--- config.mk ---
export PLATFORM = sky130hd
export DESIGN_NAME = versatile_io_wb_byte_master
export DESIGN_NICKNAME = d
export VERILOG_FILES = /design/src/rtl/versatile_io_wb_byte_master.sv
export SDC_FILE = /design/constraint.sdc
export NUM_CORES = 1
export LEC_CHECK = 0
export ABC_AREA = 1
export BUFFER_PORTS_ARGS = -buffer_cell sky130_fd_sc_hd__buf_2
export CAP_MARGIN = 30
export CELL_PAD_IN_SITES_DETAIL_PLACEMENT = 1
export CELL_PAD_IN_SITES_GLOBAL_PLACEMENT = 1
export CORE_ASPECT_RATIO = 1.2
export CORE_MARGIN = 4
export CORE_UTILIZATION = 33
export CTS_BUF_LIST = sky130_fd_sc_hd__clkbuf_8
export DETAILED_ROUTE_END_ITERATION = 12
export HOLD_SLACK_MARGIN = 0.08
export PLACE_DENSITY = 0.93
export SLEW_MARGIN = 20
export SYNTH_ARGS = -nofsm -noshare
export SYNTH_HDL_FRONTEND = slang
export SYNTH_SLANG_ARGS = --single-unit
--- constraint.sdc ---
create_clock -name wbm_clk -period 2.5 [get_ports wbm_clk]
set_input_delay 0.75 -clock wbm_clk [delete_from_list [all_inputs] [get_ports wbm_clk]]
set_output_delay 0.75 -clock wbm_clk [all_outputs]
set_load 0.005 [all_outputs]
--- src/rtl/versatile_io_wb_byte_master.sv ---
// Wishbone classic initiator: turns one byte command into one 32-bit single cycle.
// Write data is replicated to all lanes; read data comes from the address-selected lane.
module versatile_io_wb_byte_master #(
    parameter int unsigned TIMEOUT = 255
) (
    input  logic        wbm_clk,
    input  logic        wbm_rst,
    input  logic        cmd_valid,
    output logic        cmd_ready,
    input  logic        cmd_we,
    input  logic [31:0] cmd_adr,
    input  logic [7:0]  cmd_dat,
    output logic        rsp_valid,
    input  logic        rsp_ready,
    output logic [7:0]  rsp_dat,
    output logic        rsp_err,
    output logic [31:0] wbm_adr_o,
    output logic [31:0] wbm_dat_o,
    output logic [3:0]  wbm_sel_o,
    output logic        wbm_we_o,
    output logic        wbm_stb_o,
    output logic        wbm_cyc_o,
    input  logic [31:0] wbm_dat_i,
    input  logic        wbm_ack_i
);

    typedef enum logic [1:0] {IDLE, BUS, RESP} state_t;

    state_t      r_state, w_next;
    logic [15:0] r_cnt, w_cnt;
    logic        r_cmd_ready, w_cmd_ready;
    logic        r_rsp_valid, w_rsp_valid;
    logic [7:0]  r_rsp_dat, w_rsp_dat;
    logic        r_rsp_err, w_rsp_err;
    logic [31:0] r_adr, w_adr;
    logic [31:0] r_wdat, w_wdat;
    logic [3:0]  r_sel, w_sel;
    logic        r_we, w_we;
    logic        r_cyc, w_cyc;
    logic        w_accept;
    logic        w_timeout;
    logic [7:0]  w_lane;

    assign w_accept  = (r_state == IDLE) && cmd_valid && r_cmd_ready;
    // Counter value is the number of ack-less BUS cycles already elapsed
    assign w_timeout = (TIMEOUT != 0) && (({1'b0, r_cnt} + 17'd1) == 17'(TIMEOUT));

    always_comb begin
        case (r_adr[1:0])
            2'd0:    w_lane = wbm_dat_i[31:24];
            2'd1:    w_lane = wbm_dat_i[23:16];
            2'd2:    w_lane = wbm_dat_i[15:8];
            default: w_lane = wbm_dat_i[7:0];
        endcase
    end

    always_ff @(posedge wbm_clk) begin
        if (wbm_rst) begin
            r_state     <= IDLE;
            r_cnt       <= '0;
            r_cmd_ready <= 1'b0;
            r_rsp_valid <= 1'b0;
            r_rsp_dat   <= '0;
            r_rsp_err   <= 1'b0;
            r_adr       <= '0;
            r_wdat      <= '0;
            r_sel       <= '0;
            r_we        <= 1'b0;
            r_cyc       <= 1'b0;
        end else begin
            r_state     <= w_next;
            r_cnt       <= w_cnt;
            r_cmd_ready <= w_cmd_ready;
            r_rsp_valid <= w_rsp_valid;
            r_rsp_dat   <= w_rsp_dat;
            r_rsp_err   <= w_rsp_err;
            r_adr       <= w_adr;
            r_wdat      <= w_wdat;
            r_sel       <= w_sel;
            r_we        <= w_we;
            r_cyc       <= w_cyc;
        end
    end

    always_comb begin
        w_next = r_state;
        case (r_state)
            IDLE:    if (w_accept) w_next = BUS;
            BUS:     if (wbm_ack_i || w_timeout) w_next = RESP;
            RESP:    if (r_rsp_valid && rsp_ready) w_next = IDLE;
            default: w_next = IDLE;
        endcase
    end

    // Next values of the registered outputs, derived from the state transition
    always_comb begin
        w_cmd_ready = (w_next == IDLE);
        w_rsp_valid = (w_next == RESP);
        w_cyc       = (w_next == BUS);
        w_cnt       = r_cnt;
        w_rsp_dat   = r_rsp_dat;
        w_rsp_err   = r_rsp_err;
        w_adr       = r_adr;
        w_wdat      = r_wdat;
        w_sel       = r_sel;
        w_we        = r_we;
        case (r_state)
            IDLE: begin
                if (w_accept) begin
                    w_adr  = cmd_adr;
                    w_wdat = {4{cmd_dat}};
                    w_sel  = 4'b1000 >> cmd_adr[1:0];
                    w_we   = cmd_we;
                    w_cnt  = '0;
                end
            end
            BUS: begin
                if (wbm_ack_i) begin
                    w_rsp_dat = r_we ? 8'h00 : w_lane;
                    w_rsp_err = 1'b0;
                    w_sel     = '0;
                    w_we      = 1'b0;
                end else begin
                    w_cnt = r_cnt + 16'd1;
                    if (w_timeout) begin
                        w_rsp_dat = 8'h00;
                        w_rsp_err = 1'b1;
                        w_sel     = '0;
                        w_we      = 1'b0;
                    end
                end
            end
            default: ;
        endcase
    end

    assign cmd_ready = r_cmd_ready;
    assign rsp_valid = r_rsp_valid;
    assign rsp_dat   = r_rsp_dat;
    assign rsp_err   = r_rsp_err;
    assign wbm_adr_o = r_adr;
    assign wbm_dat_o = r_wdat;
    assign wbm_sel_o = r_sel;
    assign wbm_we_o  = r_we;
    assign wbm_stb_o = r_cyc;
    assign wbm_cyc_o = r_cyc;

endmodule
==> reports/results.tsv, run 1 <==
stage	metric	value	unit
outcome	status	finished clean	
timing	unrepaired setup endpoints after global routing	no	
clock_network	CTS tree	built	
drt	Post-DRT Antenna Nets	0	
global_routing	first-pass GRT wire length	20000	um
die	core area	0.0106	mm^2
drt	Via Count	3877	
timing	Final Hold Fails	0	
global_routing	overflow left after global routing	0	
clock_network	CTS Buf Count	9	
drt	Post-route DRC	0	
pwr	sequential share of power	48.1	%
cells_and_area	Final Cell Area	0.00457	mm^2
pwr	PnR Total Power	2760	uW
synth	post-synth net total	601	
drt	Iteration-0 DRC Markers	156	
cells_and_area	share of layout cells above drive strength 1	31.3	%
worst_setup_path	Startpoint Class	flip-flop	
die	Die Height	123	um
synth	Yosys Warn Count	0	
placed_design	DPL Wire Length	9480	um
die	DIE AREA	0.0128	mm^2
worst_setup_path	worst r2r path cells	12	
timing	Slew Limit Headroom	66.4	%
pwr	Pint	1960	uW
synth	Area contributors post-synth	dfxtp_1 (41%), nor2_1 (10%), nand2_1 (9.2%)	
worst_setup_path	delay-heaviest family, CP	simple AND/OR/NAND/NOR gates	
cells_and_area	Fillers	1385	
clock_network	root buf cell	clkbuf_8	
placed_design	Port Buffer Count	159	
cells_and_area	Layout area overhead	25.7	%
clock_network	# clock sinks	75	
synth	Post-synth EDFFs	0	
clock_network	setup bufs post-CTS	0	
worst_setup_path	slowest cell on the critical path	dfxtp_1	
worst_setup_path	flop-to-flop setup slack	0.29	ns
timing	Max Slew Vio Count	0	
pwr	Worst VDD drop	0.323	mV
placed_design	GP Congestion	0.916	
synth	Seq/Total Area, Yosys	41.3	%
clock_network	post_cts resized	0	
run	Max Cap Viol	0	
global_routing	largest net degree at the start of global routing	39	
cells_and_area	Reg area	0.00150	mm^2
placed_design	Post-DP Area	0.00437	mm^2
clock_network	hold_buf cts	0	
worst_setup_path	CP peak stage delay	0.43	ns
synth	asr flop ratio synth	0	%
cells_and_area	diode count	0	
global_routing	initial antenna violation count	1	
worst_setup_path	worst path bufs/invs	0	
worst_setup_path	data arrival time of the worst path	2.45	ns
timing	Final setup viols	0	
pwr	net switching power	802	uW
timing	Final min period	2.21	ns
timing	setup TNS	0	ns
synth	Distinct cells, synth	28	
die	Die X	104	um
timing	Worst-Margin Slew	0.502	ns
cells_and_area	layout net count	730	
worst_setup_path	Crit. End Element	flip-flop	
min_path	worst min-delay path endpoint	rsp_err	
pwr	Sw Ratio	29.0	%
clock_network	clock slew at reported path FFs	0.09	ns
global_routing	total track usage	19.3	%
timing	fin crit share	88.3	%
min_path	Hold Crit Depth	2	
die	FP Rows	41	
synth	post-synth top area cell	dfxtp_1	
pwr	Gate power share	16.9	%
timing	FMAX	453	MHz
worst_setup_path	critical path startpoint	r_cnt[1]	
clock_network	H-tree depth	3	
drt	post-DR vias/cell	4.95	
cells_and_area	Multi-input gate area	0.00171	mm^2
synth	Syn Std Cell Area	0.00363	mm^2
worst_setup_path	R2R Path End	wbm_sel_o[0]	
clock_network	Longest Clk Path Bufs	2	
min_path	HP Start	rsp_err	
worst_setup_path	data required time of the worst path	2.74	ns
die	io pins	160	
synth	Avg Cell Area, Syn	6.97	um^2
worst_setup_path	kind of critical path	flip-flop to flip-flop	
min_path	Min-Delay Path Class	flip-flop to flip-flop	
pwr	leakage power	0.00213	uW
drt	final wirelength	12400	um
pwr	power density over cell area	605	mW/mm^2
die	initial core utilization	34.2	%
worst_setup_path	crit-path cells	ha_1 -> nand2_2 -> nor2_4 -> nand4_1 -> nand2_1 -> nand3_1 -> nor2_2 -> nand3_1 -> nand2_1 -> nand3_2 -> nor2_1 -> nor2_1	
synth	share of the synthesized area in the top cell type	41.3	%
worst_setup_path	reg-to-reg startpoint	r_cnt[1]	
placed_design	Placed Cells	768	
timing	clock skew	0.0116	ns
pwr	power share of the clock group	35.0	%
drt	Avg WL per Cell	15.8	um
clock_network	worst skew pair latency	0.35	ns
drt	drt first pass iters	4	
synth	post-synthesis cell count	521	
synth	Most used DFF post-synth	dfxtp_1	
synth	#FFs+latches synth	75	
global_routing	vias in the first global route	4130	
worst_setup_path	critical path fanouts, max	6	
cells_and_area	fin cells	784	
## final cells by class
cell class                      instances  area share [%]
Multi-Input combinational cell        359            37.4
Sequential cell                        75            32.9
Timing Repair Buffer                  166            18.6
Tap cell                              129            3.53
Inverter                               39            3.20
Clock buffer                           10            3.01
Clock inverter                          6            1.42
## worst register-to-register path: stages, from the launching register on
cell and delay (ns):
dfxtp_1 0.43, ha_1 0.28, nand2_2 0.11, nor2_4 0.17
nand4_1 0.15, nand2_1 0.10, nand3_1 0.10, nor2_2 0.16
nand3_1 0.10, nand2_1 0.16, nand3_2 0.13, nor2_1 0.14
nor2_1 0.06
## per-stage QoR
step           hold slack [ns]  setup WS (ns)  util [%]
2_1_floorplan            0.467          0.730         -
3_3_place_gp             0.461          0.555      41.1
3_5_place_dp             0.466          0.400      41.1
4_1_cts                  0.479          0.315      43.0
5_1_grt                  0.512          0.110      43.0
6_report                 0.475          0.292      43.0
## flip-flops by register name, indices dropped and copies added (netlist names)
name / cells
r_state: 2
rsp_valid: 1
wbm_adr_o: 32
rsp_err: 1
rsp_dat: 8
wbm_cyc_o: 1
wbm_we_o: 1
wbm_sel_o: 4
wbm_dat_o: 8
cmd_ready: 1
r_cnt: 16
## cell families after synthesis
family / count (synthesis) / synth area share, %
buf+inv: 87 / 11.8
flops: 75 / 41.3
compound gates: 90 / 13.3
simple gates: 266 / 32.6
xor+xnor: 1 / 0.241
fa+ha+maj: 2 / 0.689
## metal layers
layer	vias up	wire length [um]	global-route usage [%]
met5	-	12	0
met4	2	242	6.32
met3	24	585	4.91
met2	96	6600	36.3
met1	1833	4940	21.4
li1	1922	-	-
## synthesized netlist by cell type, drive strengths merged, types with 2 or more instances
master,n
ha,2
o211ai,8
clkbuf,19
buf,29
o21ai,52
a21oi,28
nand2,93
nand3,42
nor2,112
inv,39
nor3,5
dfxtp,75
nand4,12
## placed cells by master, fill, tap and decap left out, types with 2 or more instances in the layout
master / instances
nor3_1: 5
buf_2: 159
inv_1: 38
a21oi_1: 28
nand2_2: 4
nor2_2: 5
clkbuf_8: 10
clkinv_4: 2
clkinv_2: 2
dfxtp_1: 75
nand3_1: 39
nand4_1: 11
nand3_2: 3
nor2_4: 6
o211ai_1: 8
nand2_1: 89
buf_4: 7
o21ai_0: 51
nor2_1: 101
ha_1: 2
## power by group through the flow
stage	clock network (uW)	registers [uW]	logic (uW)
2_1_floorplan	0	1350	269
3_3_place_gp	0	1350	446
3_5_place_dp	0	1360	470
4_1_cts	985	1330	475
5_1_grt	1040	1340	527
6_report	966	1330	467
## worst max path at each step
| stage | endpoint | depth (start not counted) |
|---|---|---|
| 6_report | wbm_sel_o[0] | 12 |
| 5_1_grt | wbm_sel_o[2] | 12 |
| 4_1_cts | wbm_sel_o[0] | 12 |
| 3_5_place_dp | rsp_valid | 11 |
| 3_3_place_gp | rsp_valid | 11 |
| 2_1_floorplan | wbm_sel_o[0] | 12 |
Note: power is estimated with default switching activity, not from simulation.
==> run 2, diff against run 1 <==
- CAP_MARGIN: 30 -> 20
- CORE_MARGIN: 4 -> not set
- TNS_END_PERCENT: not set -> 30
==> run 2 against run 1 <==
- wire length down 1.7%
- largest cell class unchanged
- die area down 10%
- largest power group unchanged
- global-route usage up 2.0 points
- highest routed layer is now met4
- worst setup slack better by 0.017 ns
- the flow now finishes with violations (DRC)
- sequential cell count unchanged
- non-clock buffer count unchanged
==> reports/results.tsv, run 2 (synthesized netlist as in run 1, its figures left out) <==
stage	metric	value	unit
die	FP Rows	41	
cells_and_area	commonest non-fill, non-tap cell in the layout	buf_2	
cells_and_area	Multi-input gate area	0.00171	mm^2
timing	setup TNS	0	ns
clock_network	clock slew at reported path FFs	0.08	ns
global_routing	vias in the first global route	4056	
cells_and_area	Fillers	1385	
clock_network	CTS Buf Count	9	
clock_network	root buf cell	clkbuf_8	
clock_network	Longest Clk Path Bufs	2	
placed_design	DPL Wire Length	8720	um
cells_and_area	Reg area	0.00150	mm^2
timing	clock skew	0.00862	ns
drt	Post-route DRC	4	
worst_setup_path	flop-to-flop setup slack	0.31	ns
worst_setup_path	data arrival time of the worst path	2.49	ns
outcome	status	finished, violations left	
drt	drt first pass iters	10	
timing	Max Slew Vio Count	0	
worst_setup_path	Startpoint Class	flip-flop	
timing	Final setup viols	0	
clock_network	CTS tree	built	
cells_and_area	diode count	0	
drt	Via Count	3984	
timing	Worst-Margin Slew	0.557	ns
die	Die Height	117	um
drt	Top Metal Used	met4	
cells_and_area	number of flip-flops under the largest register name	32	
drt	final wirelength	12200	um
die	core area	0.0106	mm^2
pwr	power density over cell area	623	mW/mm^2
global_routing	total track usage	21.3	%
clock_network	hold_buf cts	0	
cells_and_area	share of layout cells above drive strength 1	31.1	%
placed_design	GP Congestion	0.880	
drt	M1 wire length	4880	um
global_routing	initial antenna violation count	0	
min_path	Hold Crit Depth	2	
timing	unrepaired setup endpoints after global routing	no	
die	DIE AREA	0.0114	mm^2
global_routing	largest net degree at the start of global routing	48	
die	io pins	160	
worst_setup_path	worst r2r path cells	11	
run	Max Cap Viol	0	
worst_setup_path	data required time of the worst path	2.80	ns
drt	DR WL met3	742	um
min_path	Min-Delay Path Class	flip-flop to flip-flop	
pwr	Worst VDD drop	0.320	mV
cells_and_area	Layout area overhead	26.4	%
clock_network	# clock sinks	75	
global_routing	first-pass GRT wire length	19200	um
placed_design	Port Buffer Count	159	
timing	Final min period	2.19	ns
drt	Avg WL per Cell	15.5	um
timing	Slew Limit Headroom	62.7	%
clock_network	setup bufs post-CTS	0	
die	initial core utilization	34.2	%
worst_setup_path	kind of critical path	flip-flop to flip-flop	
drt	Iteration-0 DRC Markers	199	
die	Die X	97.8	um
timing	worst setup margin	0.309	ns
drt	post-DR vias/cell	5.08	
timing	Final Hold Fails	0	
clock_network	worst skew pair latency	0.36	ns
cells_and_area	layout net count	730	
outcome	failing checks	DRC	
worst_setup_path	critical path fanouts, max	15	
placed_design	worst slack, placed	0.406	ns
timing	fin crit share	87.6	%
clock_network	H-tree depth	3	
drt	met2 WL post-DR	6210	um
cells_and_area	most frequent cells in the layout	buf_2 (159), nor2_1 (101), nand2_1 (89), dfxtp_1 (75), o21ai_0 (51)	
clock_network	post_cts resized	0	
global_routing	overflow left after global routing	0	
timing	FMAX	456	MHz
worst_setup_path	Crit. End Element	flip-flop	
pwr	leakage power	0.00214	uW
drt	Post-DRT Antenna Nets	0	
[run 2: cell types whose count changed in the layout (fill, tap and decap cells not counted)]
cell and delta:
bufinv_16 +1, clkinv_2 -2, clkinv_4 -1, inv_1 +1, inv_6 +1
[run 2: power breakdown]
part / switching, uW / total (uW) / internal, uW
registers: 57.7 / 1330 / 1270
logic: 266 / 466 / 200
clock network: 476 / 1070 / 591
total: 800 / 2860 / 2060
[run 2: layout make-up]
class,count,share of cell area (%)
flip-flops and latches,75,32.7
repair buffers,166,18.5
clock inverters,6,1.93
inverters,39,3.19
clock buffers,10,3.00
well taps,129,3.51
multi-input cells,359,37.2
[run 2: routing by layer]
metal,vias up,track usage [%]
met3,29,6.18
li1,1924,-
met2,132,37.8
met4,0,10.6
met5,-,0
met1,1899,23.5
[run 2: path summary, 6_finish.rpt]
| check | from | end |
|---|---|---|
| worst max-delay path | r_cnt[1] | wbm_sel_o[0] |
| worst min-delay path | rsp_err | rsp_err |
| worst max register to register | r_cnt[1] | wbm_sel_o[0] |
| worst min register to register | rsp_err | rsp_err |
[run 2: metrics by stage]
step,hold slack (ns),utilization (%),std cells,total power (uW),area (um^2)
6_report,0.475,43.2,784,2860,4590
5_1_grt,0.505,43.2,784,2990,4590
4_1_cts,0.482,43.2,784,2890,4590
3_5_place_dp,0.470,41.1,768,1820,4370
3_3_place_gp,0.459,41.1,768,1800,4370
2_1_floorplan,0.467,-,521,1620,3630
[run 2: critical path, cell delays in order, from the launching register on]
cell     delay (ns)
dfxtp_1        0.42
ha_1           0.26
nand2_2        0.11
nor2_4         0.19
nand3_1        0.14
nand2_1        0.10
nand3_1        0.14
nor2_4         0.15
nand4_4        0.25
nand4_1        0.17
nand2_1        0.07
nor2_1         0.11
==> run 3, diff against run 2 <==
- RECOVER_POWER: not set -> 50
==> run 3 against run 2 <==
- register-to-register slack is essentially flat
- cell area shrank 1.4%
- via count grew 0.18%
- clock skew is essentially flat
- fmax shrank 0.42%
- sequential cell count is the same
- the run still ends with DRC left
- first-iteration DRC count shrank 3.0%
- clock-buffer cell count is the same
- sequential share of layout area grew 0.48 points
- critical path depth is the same
==> reports/results.tsv, run 3 (synthesized netlist as in run 1, its figures left out) <==
stage	metric	value	unit
outcome	status	finished, violations left	
outcome	failing checks	DRC	
global_routing	overflow left after global routing	0	
clock_network	CTS Buf Count	9	
placed_design	worst slack, placed	0.406	ns
global_routing	total track usage	21.3	%
placed_design	Port Buffer Count	159	
clock_network	setup bufs post-CTS	0	
die	Die Height	117	um
worst_setup_path	kind of critical path	flip-flop to flip-flop	
drt	drt first pass iters	10	
clock_network	Longest Clk Path Bufs	2	
global_routing	initial antenna violation count	0	
timing	Worst-Margin Slew	0.918	ns
cells_and_area	most frequent cells in the layout	buf_2 (118), nor2_1 (101), nand2_1 (89), dfxtp_1 (75), o21ai_0 (51)	
worst_setup_path	data required time of the worst path	2.79	ns
cells_and_area	layout net count	730	
timing	Slew Limit Headroom	38.8	%
die	FP Rows	41	
worst_setup_path	delay-heaviest family, CP	simple AND/OR/NAND/NOR gates	
pwr	power density over cell area	629	mW/mm^2
worst_setup_path	data arrival time of the worst path	2.49	ns
run	Max Cap Viol	0	
worst_setup_path	Startpoint Class	flip-flop	
timing	setup TNS	0	ns
clock_network	clock slew at reported path FFs	0.08	ns
timing	clock skew	0.00887	ns
global_routing	M3 GR Usage	6.18	%
pwr	leakage power	0.00197	uW
die	core area	0.0106	mm^2
drt	Post-route DRC	4	
clock_network	H-tree depth	3	
placed_design	DPL Wire Length	8720	um
global_routing	routing usage on met1	23.5	%
timing	Final min period	2.20	ns
worst_setup_path	critical path fanouts, max	15	
global_routing	vias in the first global route	4056	
placed_design	Placed Cells	768	
timing	worst setup margin	0.300	ns
die	DIE AREA	0.0114	mm^2
worst_setup_path	CP peak stage delay	0.42	ns
die	io pins	160	
worst_setup_path	worst r2r path cells	11	
worst_setup_path	worst path bufs/invs	0	
drt	Iteration-0 DRC Markers	193	
cells_and_area	diode count	0	
clock_network	hold_buf cts	0	
die	initial core utilization	34.2	%
min_path	Hold Crit Depth	2	
placed_design	GP Congestion	0.880	
pwr	Worst VDD drop	0.321	mV
timing	Final Hold Fails	0	
timing	fin crit share	88.0	%
global_routing	first-pass GRT wire length	19200	um
clock_network	CTS tree	built	
clock_network	# clock sinks	75	
cells_and_area	commonest non-fill, non-tap cell in the layout	buf_2	
drt	Avg WL per Cell	15.5	um
timing	Max Slew Vio Count	0	
drt	Post-DRT Antenna Nets	0	
cells_and_area	number of flip-flops under the largest register name	32	
timing	unrepaired setup endpoints after global routing	no	
drt	post-DR vias/cell	5.09	
min_path	Min-Delay Path Class	flip-flop to flip-flop	
timing	FMAX	455	MHz
cells_and_area	Finished Core Util	42.6	%
global_routing	largest net degree at the start of global routing	48	
clock_network	post_cts resized	0	
die	Die X	97.8	um
cells_and_area	share of layout cells above drive strength 1	24.4	%
worst_setup_path	crit-path cells	ha_1 -> nand2_2 -> nor2_4 -> nand3_1 -> nand2_1 -> nand3_1 -> nor2_4 -> nand4_4 -> nand4_1 -> nand2_1 -> nor2_1	
clock_network	root buf cell	clkbuf_8	
worst_setup_path	CP Depth	11	
worst_setup_path	slowest cell on the critical path	dfxtp_1	
cells_and_area	Layout area overhead	24.6	%
cells_and_area	fin cells	784	
drt	Via Count	3991	
worst_setup_path	Crit. End Element	flip-flop	
timing	Final setup viols	0	
global_routing	busiest layer in global routing	met2	
drt	final wirelength	12200	um
global_routing	grt met2 use	37.8	%
clock_network	worst skew pair latency	0.35	ns
## run 3: cell types whose count changed in the layout (fill, tap and decap cells not counted)
| cell | change |
|---|---|
| clkbuf_1 | +43 |
| buf_2 | -41 |
| buf_4 | -3 |
| clkbuf_2 | +1 |
| nand3_1 | +1 |
| nand3_2 | -1 |
## run 3: final timing paths
path | start | end | slack, ns
worst max-delay path | r_cnt[1] | wbm_sel_o[0] | 0.30
worst max register to register | r_cnt[1] | wbm_sel_o[0] | 0.30
worst min-delay path | rsp_err | rsp_err | 0.48
worst min register to register | rsp_err | rsp_err | 0.48
## run 3: area by class of cell
type / count / area (um^2)
fill: 1406 / 6090
multi-input combinational: 359 / 1700
sequential: 75 / 1500
timing repair buffer: 166 / 787
tap: 129 / 161
inverter: 39 / 146
clock buffer: 10 / 138
clock inverter: 6 / 88.8
## run 3: report_power, final
group	switching (uW)	internal, uW
sequential	58.8	1270
combinational	266	184
clock	474	591
## run 3: tightest hold or removal path: stages, from the launching register on
cell,delay (ns)
dfxtp_1,0.32
inv_1,0.06
a211oi_2,0.06
## run 3: metal layers
| metal | wire [um] | up-vias | share of wire [%] |
|---|---|---|---|
| li1 | - | 1923 | - |
| met1 | 4910 | 1903 | 40 |
| met2 | 6220 | 135 | 51 |
| met3 | 709 | 30 | 5.8 |
| met4 | 337 | 0 | 2.8 |
| met5 | 0 | - | 0 |
## run 3: per-stage QoR
| step | hold WS (ns) | total power (uW) | area, um^2 |
|---|---|---|---|
| floorplan | 0.467 | 1620 | 3630 |
| global placement | 0.459 | 1800 | 4370 |
| detailed placement | 0.470 | 1820 | 4370 |
| CTS | 0.482 | 2890 | 4590 |
| global route | 0.506 | 2980 | 4530 |
| finish | 0.481 | 2850 | 4530 |
